**src/rtl/mem_bus_unit_if.sv**
```systemverilog
// Bundle of the fetch port, data port and memory bus seen by mem_bus_unit.
// Handshake: a port raises Req with stable fields and holds it until its Ack pulse; the memory completes an access by raising Mem_Ready while Mem_Read or Mem_Write is high.
interface mem_bus_unit_if #(
  parameter int DATA_W = 16,
  parameter int ADDR_W = 16
);
  logic              If_Req;
  logic [ADDR_W-1:0] If_Addr;
  logic              If_Ack;
  logic [DATA_W-1:0] If_Rdata;
  logic              D_Req;
  logic              D_We;
  logic [ADDR_W-1:0] D_Addr;
  logic [DATA_W-1:0] D_Wdata;
  logic              D_Ack;
  logic [DATA_W-1:0] D_Rdata;
  logic              Ack_Err;
  logic [ADDR_W-1:0] Mem_Addr;
  logic              Mem_Read;
  logic              Mem_Write;
  logic [DATA_W-1:0] Data_Out;
  logic [DATA_W-1:0] Mem_Data;
  logic              Mem_Ready;
  logic              Err_Sticky;
  logic              Err_Clear;

  modport slave (
    input  If_Req, If_Addr, D_Req, D_We, D_Addr, D_Wdata, Mem_Data, Mem_Ready, Err_Clear,
    output If_Ack, If_Rdata, D_Ack, D_Rdata, Ack_Err, Mem_Addr, Mem_Read, Mem_Write,
           Data_Out, Err_Sticky
  );

  modport master (
    output If_Req, If_Addr, D_Req, D_We, D_Addr, D_Wdata, Mem_Data, Mem_Ready, Err_Clear,
    input  If_Ack, If_Rdata, D_Ack, D_Rdata, Ack_Err, Mem_Addr, Mem_Read, Mem_Write,
           Data_Out, Err_Sticky
  );
endinterface

```
**src/rtl/mem_bus_unit.sv**
```systemverilog
// Memory-bus sequencer: arbitrates fetch and data ports onto one shared memory bus
// with registered strobes, a Mem_Ready handshake and a bounded wait-state timeout.
module mem_bus_unit #(
  parameter int DATA_W        = 16,
  parameter int ADDR_W        = 16,
  parameter int MAX_WAIT      = 15,
  parameter int DATA_PRIORITY = 1
) (
  input  logic                Clock,
  input  logic                Reset,
  mem_bus_unit_if.slave       bus,
  output logic [1:0]          dbg_state
);

  localparam int CNT_W = $clog2(MAX_WAIT + 1);

  typedef enum logic [1:0] {
    IDLE   = 2'd0,
    ACCESS = 2'd1,
    DONE   = 2'd2
  } state_t;

  state_t            state, state_d;
  logic [CNT_W-1:0]  cnt, cnt_d;
  logic              we_q, we_d;
  logic              owner_q, owner_d;   // 1 = data port owns the access
  logic              rr_q, rr_d;         // 1 = data port wins the next tie
  logic [ADDR_W-1:0] mem_addr_q, mem_addr_d;
  logic              mem_read_q, mem_read_d;
  logic              mem_write_q, mem_write_d;
  logic [DATA_W-1:0] data_out_q, data_out_d;
  logic              if_ack_q, if_ack_d;
  logic              d_ack_q, d_ack_d;
  logic [DATA_W-1:0] if_rdata_q, if_rdata_d;
  logic [DATA_W-1:0] d_rdata_q, d_rdata_d;
  logic              ack_err_q, ack_err_d;
  logic              err_sticky_q, err_sticky_d;
  logic              pick_data;
  logic              timeout;

  always_ff @(posedge Clock or negedge Reset) begin
    if (!Reset) begin
      state        <= IDLE;
      cnt          <= '0;
      we_q         <= 1'b0;
      owner_q      <= 1'b0;
      rr_q         <= 1'b0;
      mem_addr_q   <= '0;
      mem_read_q   <= 1'b0;
      mem_write_q  <= 1'b0;
      data_out_q   <= '0;
      if_ack_q     <= 1'b0;
      d_ack_q      <= 1'b0;
      if_rdata_q   <= '0;
      d_rdata_q    <= '0;
      ack_err_q    <= 1'b0;
      err_sticky_q <= 1'b0;
    end else begin
      state        <= state_d;
      cnt          <= cnt_d;
      we_q         <= we_d;
      owner_q      <= owner_d;
      rr_q         <= rr_d;
      mem_addr_q   <= mem_addr_d;
      mem_read_q   <= mem_read_d;
      mem_write_q  <= mem_write_d;
      data_out_q   <= data_out_d;
      if_ack_q     <= if_ack_d;
      d_ack_q      <= d_ack_d;
      if_rdata_q   <= if_rdata_d;
      d_rdata_q    <= d_rdata_d;
      ack_err_q    <= ack_err_d;
      err_sticky_q <= err_sticky_d;
    end
  end

  always_comb begin
    state_d      = state;
    cnt_d        = cnt;
    we_d         = we_q;
    owner_d      = owner_q;
    rr_d         = rr_q;
    mem_addr_d   = mem_addr_q;
    mem_read_d   = mem_read_q;
    mem_write_d  = mem_write_q;
    data_out_d   = data_out_q;
    if_ack_d     = 1'b0;
    d_ack_d      = 1'b0;
    if_rdata_d   = if_rdata_q;
    d_rdata_d    = d_rdata_q;
    ack_err_d    = 1'b0;
    err_sticky_d = bus.Err_Clear ? 1'b0 : err_sticky_q;
    pick_data    = 1'b0;
    timeout      = 1'b0;

    case (state)
      IDLE: begin
        if (bus.If_Req || bus.D_Req) begin
          if (bus.If_Req && bus.D_Req) begin
            pick_data = (DATA_PRIORITY != 0) ? 1'b1 : rr_q;
            if (DATA_PRIORITY == 0) rr_d = ~rr_q;
          end else begin
            pick_data = bus.D_Req;
          end
          // The bus registers double as the latched request fields.
          we_d        = pick_data & bus.D_We;
          owner_d     = pick_data;
          mem_addr_d  = pick_data ? bus.D_Addr : bus.If_Addr;
          mem_read_d  = ~we_d;
          mem_write_d = we_d;
          data_out_d  = we_d ? bus.D_Wdata : '0;
          cnt_d       = '0;
          state_d     = ACCESS;
        end
      end
      ACCESS: begin
        // Ready on the expiring edge is checked first, so it counts as success.
        if (bus.Mem_Ready || cnt == CNT_W'(MAX_WAIT - 1)) begin
          timeout     = ~bus.Mem_Ready;
          state_d     = DONE;
          mem_addr_d  = '0;
          mem_read_d  = 1'b0;
          mem_write_d = 1'b0;
          data_out_d  = '0;
          ack_err_d   = timeout;
          if (timeout) err_sticky_d = 1'b1;
          if (owner_q) begin
            d_ack_d   = 1'b1;
            d_rdata_d = (we_q || timeout) ? '0 : bus.Mem_Data;
          end else begin
            if_ack_d   = 1'b1;
            if_rdata_d = timeout ? '0 : bus.Mem_Data;
          end
        end else begin
          cnt_d = cnt + CNT_W'(1);
        end
      end
      DONE: begin
        cnt_d   = '0;
        state_d = IDLE;
      end
      default: state_d = IDLE;
    endcase
  end

  assign bus.Mem_Addr   = mem_addr_q;
  assign bus.Mem_Read   = mem_read_q;
  assign bus.Mem_Write  = mem_write_q;
  assign bus.Data_Out   = data_out_q;
  assign bus.If_Ack     = if_ack_q;
  assign bus.D_Ack      = d_ack_q;
  assign bus.If_Rdata   = if_rdata_q;
  assign bus.D_Rdata    = d_rdata_q;
  assign bus.Ack_Err    = ack_err_q;
  assign bus.Err_Sticky = err_sticky_q;
  assign dbg_state      = state;

endmodule

```
**src/flat_wrapper.sv**
```systemverilog
// flat-port wrapper written by rule: the top's interface ports become plain ports
module mem_bus_unit_flat 
#(
  parameter int DATA_W        = 16,
  parameter int ADDR_W        = 16,
  parameter int MAX_WAIT      = 15,
  parameter int DATA_PRIORITY = 1
)
  (Clock, Reset, dbg_state, bus_If_Req, bus_If_Addr, bus_D_Req, bus_D_We, bus_D_Addr, bus_D_Wdata, bus_Mem_Data, bus_Mem_Ready, bus_Err_Clear, bus_If_Ack, bus_If_Rdata, bus_D_Ack, bus_D_Rdata, bus_Ack_Err, bus_Mem_Addr, bus_Mem_Read, bus_Mem_Write, bus_Data_Out, bus_Err_Sticky);
  mem_bus_unit_if #(.DATA_W(DATA_W), .ADDR_W(ADDR_W)) bus_i ();
  input  logic Clock;
  input  logic Reset;
  output logic [1:0] dbg_state;
  input wire logic [$bits(bus_i.If_Req)-1:0] bus_If_Req;
  input wire logic [$bits(bus_i.If_Addr)-1:0] bus_If_Addr;
  input wire logic [$bits(bus_i.D_Req)-1:0] bus_D_Req;
  input wire logic [$bits(bus_i.D_We)-1:0] bus_D_We;
  input wire logic [$bits(bus_i.D_Addr)-1:0] bus_D_Addr;
  input wire logic [$bits(bus_i.D_Wdata)-1:0] bus_D_Wdata;
  input wire logic [$bits(bus_i.Mem_Data)-1:0] bus_Mem_Data;
  input wire logic [$bits(bus_i.Mem_Ready)-1:0] bus_Mem_Ready;
  input wire logic [$bits(bus_i.Err_Clear)-1:0] bus_Err_Clear;
  output wire logic [$bits(bus_i.If_Ack)-1:0] bus_If_Ack;
  output wire logic [$bits(bus_i.If_Rdata)-1:0] bus_If_Rdata;
  output wire logic [$bits(bus_i.D_Ack)-1:0] bus_D_Ack;
  output wire logic [$bits(bus_i.D_Rdata)-1:0] bus_D_Rdata;
  output wire logic [$bits(bus_i.Ack_Err)-1:0] bus_Ack_Err;
  output wire logic [$bits(bus_i.Mem_Addr)-1:0] bus_Mem_Addr;
  output wire logic [$bits(bus_i.Mem_Read)-1:0] bus_Mem_Read;
  output wire logic [$bits(bus_i.Mem_Write)-1:0] bus_Mem_Write;
  output wire logic [$bits(bus_i.Data_Out)-1:0] bus_Data_Out;
  output wire logic [$bits(bus_i.Err_Sticky)-1:0] bus_Err_Sticky;
  assign bus_i.If_Req = bus_If_Req;
  assign bus_i.If_Addr = bus_If_Addr;
  assign bus_i.D_Req = bus_D_Req;
  assign bus_i.D_We = bus_D_We;
  assign bus_i.D_Addr = bus_D_Addr;
  assign bus_i.D_Wdata = bus_D_Wdata;
  assign bus_i.Mem_Data = bus_Mem_Data;
  assign bus_i.Mem_Ready = bus_Mem_Ready;
  assign bus_i.Err_Clear = bus_Err_Clear;
  assign bus_If_Ack = bus_i.If_Ack;
  assign bus_If_Rdata = bus_i.If_Rdata;
  assign bus_D_Ack = bus_i.D_Ack;
  assign bus_D_Rdata = bus_i.D_Rdata;
  assign bus_Ack_Err = bus_i.Ack_Err;
  assign bus_Mem_Addr = bus_i.Mem_Addr;
  assign bus_Mem_Read = bus_i.Mem_Read;
  assign bus_Mem_Write = bus_i.Mem_Write;
  assign bus_Data_Out = bus_i.Data_Out;
  assign bus_Err_Sticky = bus_i.Err_Sticky;
  mem_bus_unit #(.DATA_W(DATA_W), .ADDR_W(ADDR_W), .MAX_WAIT(MAX_WAIT), .DATA_PRIORITY(DATA_PRIORITY)) u_core (.Clock(Clock), .Reset(Reset), .bus(bus_i), .dbg_state(dbg_state));
endmodule
```
**config.mk**
```make
export PLATFORM = sky130hd
export DESIGN_NAME = mem_bus_unit_flat
export DESIGN_NICKNAME = d
export VERILOG_FILES = /design/src/rtl/mem_bus_unit_if.sv /design/src/rtl/mem_bus_unit.sv /design/src/flat_wrapper.sv
export SDC_FILE = /design/constraint.sdc
export NUM_CORES = 1
export LEC_CHECK = 0
export CAP_MARGIN = 30
export CORE_MARGIN = 5
export CORE_UTILIZATION = 47
export CTS_BUF_LIST = sky130_fd_sc_hd__clkbuf_4
export DETAILED_ROUTE_END_ITERATION = 7
export PLACE_DENSITY = 0.93
export SYNTH_ARGS = -nofsm -noshare
export SYNTH_HDL_FRONTEND = slang
export SYNTH_SLANG_ARGS = --single-unit
```
**constraint.sdc**
```tcl
create_clock -name Clock -period 2.93 [get_ports Clock]
set_input_delay 0.4395 -clock Clock [delete_from_list [all_inputs] [get_ports Clock]]
set_output_delay 0.4395 -clock Clock [all_outputs]
set_load 0.01 [all_outputs]
```
==> results of run 1 <==
## kinds of logic (layout without fill, tap and decap cells)
logic type / count (synthesis) / in the layout / share of synthesized area [%]
AOI/OAI and AO/OA: 83 / 83 / 18.8
DFF: 78 / 78 / 58.8
and+or+nand+nor: 42 / 42 / 7.95
buffers and inverters: 33 / 175 / 4.64
muxes: 28 / 28 / 9.08
adders and majority gates: 2 / 2 / 0.754
## layer usage
layer | track usage (%) | wire, um
met5 | 0 | 0
met4 | 7.70 | 165
met3 | 6.65 | 689
met2 | 33.4 | 4280
met1 | 26.0 | 3710
## final cells by class
cell class	count	area share (%)
clock inverters	7	1.26
inverters	12	0.910
clock buffers	9	1.36
flip-flops and latches	78	39.4
multi-input cells	155	24.5
repair buffers	147	30.1
well taps	96	2.43
## stage by stage
stage                     area [um^2]  setup slack (ns)
after floorplan                  3320              1.14
after global placement           4780             0.612
after detailed placement         4780             0.524
after CTS                        4910             0.702
after global routing             4950             0.601
final                            4950             0.727
## layout by cell type, fill, tap and decap left out, types with 2 or more instances in the layout
master and n:
a22o_1 34, o311ai_0 2, and3_1 17, mux2_2 16
o21ai_0 12, inv_1 12, o22ai_1 18, a211oi_1 2
buf_4 3, mux2i_1 11, clkbuf_4 9, ha_1 2
nor2b_1 2, and3b_1 2, nand3_1 4, inv_6 4
clkdlybuf4s50_1 141, nand2_1 3, a31oi_1 3, dfrtp_1 78
o211ai_1 2, a22oi_1 5, nor2_1 4
## power breakdown
group	switching (mW)	internal (mW)
logic	0.689	0.995
registers	0.247	1.43
clock network	0.399	0.194
total	1.34	2.62
## sequential cells by signal, indices dropped and copies added (netlist names)
register and cells:
u_core.bus.D_Ack 1, u_core.bus.Err_Sticky 1, u_core.bus.If_Ack 1, u_core.cnt 4, u_core.bus.Mem_Read 1, u_core.bus.D_Rdata 16, u_core.bus.Mem_Write 1, u_core.bus.Data_Out 16
u_core.bus.If_Rdata 16, u_core.owner_q 1, u_core.dbg_state 2, u_core.bus.Mem_Addr 16, u_core.bus.Ack_Err 1, u_core.we_q 1
## worst max path at each step
stage / end / slack [ns] / cells past startpoint
CTS: dbg_state[0] / 0.70 / 1
floorplan: u_core.bus.Data_Out[0] / 1.14 / 6
global placement: u_core.bus.Data_Out[2] / 0.61 / 5
global route: dbg_state[0] / 0.60 / 1
detailed placement: u_core.bus.Data_Out[3] / 0.52 / 5
finish: dbg_state[0] / 0.73 / 1
==> impl_results.md, run 1 <==
- CTS clk-pin slew, worst paths: 0.12 ns
- Die H: 94.0 um
- Crit path kind: reg2out
- Power Density: 799 nW/um^2
- First-pass GRT wire length: 14,300 um
- Setup TNS Final: 0 ns
- Slew Limit Headroom: 34.7%
- R2R depth: 6
- Fin cells: 504
- Worst-margin pin slew: 0.973 ns
- Synth area leaders: dfrtp_1 59%, a22o_1 9.0%, mux2_2 5.4%
- CP top delay family: flip-flops
- Nets: 476
- Mean post-synth cell area: 12.5 um^2
- Finish-stage setup viols: 0
- Worst hold margin: 0.375 ns
- Site Rows: 30
- Layout area overhead: 49.2%
- Peak supply drop: 0.000402 V
- Post-Synthesis Cells: 266
- Top cells by count, synth: 78 x dfrtp_1, 34 x a22o_1, 18 x o22ai_1, 17 x and3_1, 16 x mux2_2
- Register area: 1950 um^2
- Initial antenna violation count: 0
- Final min period: 2.20 ns
- Post-synth ARST share: 100%
- Flop-to-flop setup slack: 0.79 ns
- Worst EP required: 2.49 ns
- WP buf/inv: 1
- Initial DRT Pass Iterations: 4
- Placed insts: 486
- Hold Violations, Final: 0
- Achievable frequency: 454 MHz
- Fill count: 501
- Register area share after synthesis: 58.8%
- Worst path arrival time: 1.76 ns
- Worst-Skew Late Latency: 0.41 ns
- Post-Syn Area: 3320 um^2
- Pleak: 2.23 nW
- First-iteration detailed-routing DRC count: 219
- Overall Global Routing Usage: 20.7%
- Synth warn: 0
- Hpwl dp: 6610 um
- Root Driver: clkbuf_4
- Number of flops mapped to enable cells by yosys: 0
- GP Congestion: 0.848
- Vias per inst: 5.49
- MaxCap Viol Count: 0
- DR vias: 2,768
- Setup crit end kind: output pin
- Post-synth top area share: 58.8%
- Worst R2R Start: u_core.cnt[0]
- Status: finished clean
- Post-Synthesis Net Count: 339
- Fin crit share: 75.2%
- Power, Total: 3.96 mW
- Die W: 94.0 um
- Count leader, synth: dfrtp_1
- CTS-repair resized insts: 0
- Min-delay worst type: in2async
- Area of the multi-input gates: 1210 um^2
- Crit path cell chain: clkdlybuf4s50_1
- Avg WL per Cell: 17.5 um
- Post-layout util: 72.5%
- Pin count of the biggest net entering global routing: 79
- # port buffers: 142
- Cell taking the most area after synthesis: dfrtp_1
- Startpoint Class: flop
- Total gr overflow: 0
- Core Area: 6830 um^2
- CP Max Fanout: 16
- CTS tree: done
- Initial cell density of the core: 48.6%
- CP Launch Point: u_core.dbg_state[0]
- Library cells used by synthesis: 39
- Full die area: 8840 um^2
- Clk buf depth: 2
- FF+latch count, synth: 78
- Slew Viols, Final: 0
- Final ANT Viol Nets: 0
- Residual DRC count: 0
- Slowest stage cell, crit path: dfrtp_1
- Reg-to-Reg End: u_core.bus.Data_Out[3]
- Num ports: 143
- N_diodes: 0
- WL final: 8840 um
- Max Clock Skew: 0.0185 ns
- CTS Sinks: 78
- Top_reg_cell synth: dfrtp_1
- H-tree depth: 3
- RSZ-0062 raised after global routing: false
- Number of global-route vias before repair: 2,821
- Share of cells above drive strength 1: 10.0%
- Post-CTS Setup Repair Bufs: 0
- CTS Buf Count: 9
- CTS Hold Bufs: 0
- Critical Path Max Stage Delay: 0.70 ns
Note: power is estimated with default switching activity, not from simulation.
==> run 2: changes to the inputs <==
- CORE_UTILIZATION: 47 -> 39
- PLACE_DENSITY: 0.93 -> 0.83
- clock period: 2.93 -> 1.79 ns (I/O delays scaled with it)
==> impl_results.md, run 2 (same netlist as run 1, synthesis figures left out) <==
- MaxCap Viol Count: 0 (unchanged)
- Status: finished, violations left
- Hold Violations, Final: 0 (unchanged)
- GP Congestion: 0.864 (+1.9%)
- Layout area overhead: 60.7%
- Root Driver: clkbuf_4
- Min-delay worst type: in2async
- CP Max Fanout: 5 (-11)
- Most frequent cells in the layout: 140 x clkdlybuf4s50_1, 76 x dfrtp_1, 34 x a22o_1
- Max Clock Skew: 0.0131 ns (-0.00537 ns)
- DR vias: 2,886 (+4.3%)
- Combinational Power Share: 45.1% (+2.5 points)
- CTS Buf Count: 9 (unchanged)
- CTS clk-pin slew, worst paths: 0.12 ns (about the same)
- Flop pwr share: 38.6% (-3.8 points)
- Worst EP required: 2.10 ns (-0.39 ns)
- First-iteration detailed-routing DRC count: 156 (-29%)
- Total gr overflow: 0 (unchanged)
- Power Density: 1320 nW/um^2 (+65%)
- Full die area: 10,500 um^2 (+18%)
- Switch Pwr: 2.23 mW (+67%)
- Final worst slack: -0.0131 ns (-0.740 ns)
- Core Area: 8260 um^2 (+21%)
- Die W: 102 um (+8.7%)
- Crit path kind: reg2reg
- RSZ-0062 raised after global routing: true
- Power, Total: 7.05 mW (+78%)
- Achievable frequency: 555 MHz
- Initial DRT Pass Iterations: 4 (unchanged)
- Commonest non-fill, non-tap cell in the layout: clkdlybuf4s50_1
- Clk buf depth: 2 (unchanged)
- Initial antenna violation count: 0 (unchanged)
- Fill count: 660 (+32%)
- Nets: 503 (+5.7%)
- Final min period: 1.80 ns
- Startpoint Class: flop
- Final ANT Viol Nets: 0 (unchanged)
- Internal: 4.82 mW (+84%)
- Slew Viols, Final: 0 (unchanged)
- WL final: 9710 um (+9.7%)
- Finish-stage setup viols: 8 (+8)
- First-pass GRT wire length: 14,700 um (+3.0%)
- Pin count of the biggest net entering global routing: 41 (-48%)
- Pleak: 2.44 nW (+9.7%)
- Number of global-route vias before repair: 2,909 (+3.1%)
- Slew Limit Headroom: 45.4% (+11 points)
- Die H: 102 um (+8.7%)
- Worst hold margin: 0.326 ns (-0.0491 ns)
- Clock power share: 16.3% (+1.3 points)
- Failing checks: negative setup slack
- CTS tree: done
- Setup crit end kind: flop
- Vias per inst: 5.33 (-2.9%)
- Worst-Skew Late Latency: 0.41 ns (about the same)
- Post-layout util: 64.6% (-7.9 points)
- Initial cell density of the core: 40.2% (-8.4 points)
- Site Rows: 33 (+10%)
- H-tree depth: 3 (unchanged)
- Worst path arrival time: 2.11 ns (+0.35 ns)
- Switch share: 31.6% (-2.2 points)
- Num ports: 143 (unchanged)
- Worst-margin pin slew: 0.816 ns (-0.157 ns)
- # port buffers: 142 (unchanged)
- Avg WL per Cell: 17.9 um (+2.2%)
- Peak supply drop: 0.000700 V (+74%)
- Fin crit share: 101%
- CTS Sinks: 78 (unchanged)
- Share of cells above drive strength 1: 16.3% (+6.3 points)
- Hpwl dp: 6830 um (+3.3%)
- Overall Global Routing Usage: 18.0% (-2.7 points)
- Residual DRC count: 0 (unchanged)
run 2: repair_timing:
item	4_1_cts	5_1_grt
pin swaps	0	2
endpoints found under the hold margin	24	0
resized for setup	4	21
setup endpoints to repair	5	17
gates cloned	0	3
setup buffers	2	5
hold buffers	1	0
run 2: worst paths after layout:
check / startpoint / end / slack, ns / cells after the start
setup / recovery: u_core.cnt[0] / u_core.bus.Data_Out[12] / -0.01 / 7
hold / removal: Reset / u_core.bus.Mem_Addr[1] / 0.33 / 2
setup reg to reg: u_core.cnt[0] / u_core.bus.Data_Out[12] / -0.01 / 7
hold reg to reg: u_core.bus.Err_Sticky / u_core.bus.Err_Sticky / 0.50 / 1
max in group asynchronous: Reset / u_core.bus.D_Rdata[0] / 0.94 / 3
min in group Clock: bus_Err_Clear / u_core.bus.Err_Sticky / 0.43 / 3
run 2: worst max-delay path, cell delays in order (launching register included):
cell and delay (ns):
dfrtp_1 0.41, inv_1 0.07, ha_2 0.21, a31oi_4 0.11, a211oi_4 0.28, buf_6 0.18
clkbuf_16 0.16, mux2_4 0.29
run 2: layer usage:
| layer | vias up | wire (um) | track usage (%) |
|---|---|---|---|
| li1 | 1327 | - | - |
| met1 | 1419 | 4160 | 25.2 |
| met2 | 129 | 4520 | 27.0 |
| met3 | 11 | 915 | 6.08 |
| met4 | 0 | 112 | 4.84 |
| met5 | - | 0 | 0 |
run 2: final cells by class:
class	count	area, um^2	area share (%)
tap	105	131	2.46
clock buffer	10	75.1	1.41
sequential	78	1950	36.6
antenna	1	2.50	0.0469
clock inverter	6	76.3	1.43
inverter	12	45.0	0.844
multi-input combinational	155	1300	24.3
timing repair buffer	174	1750	32.9
run 2: power by group through the flow:
stage | Sequential [mW] | Combinational [mW] | Clock (mW)
2_1_floorplan | 2.95 | 1.02 | 0
3_3_place_gp | 2.73 | 2.86 | 0
3_5_place_dp | 2.75 | 2.94 | 0
4_1_cts | 2.71 | 2.99 | 1.18
5_1_grt | 2.79 | 3.40 | 1.25
6_report | 2.72 | 3.18 | 1.15
run 2: through the flow:
| stage | instance area [um^2] | setup TNS (ns) | setup WS, ns | std cells |
|---|---|---|---|---|
| after floorplan | 3320 | 0 | 0.0337 | 266 |
| after global placement | 4970 | -3.15 | -0.146 | 513 |
| after detailed placement | 4970 | -4.87 | -0.265 | 513 |
| after CTS | 5150 | 0 | 0.0236 | 532 |
| after global routing | 5330 | -0.653 | -0.0582 | 540 |
| final | 5340 | -0.0577 | -0.0131 | 541 |
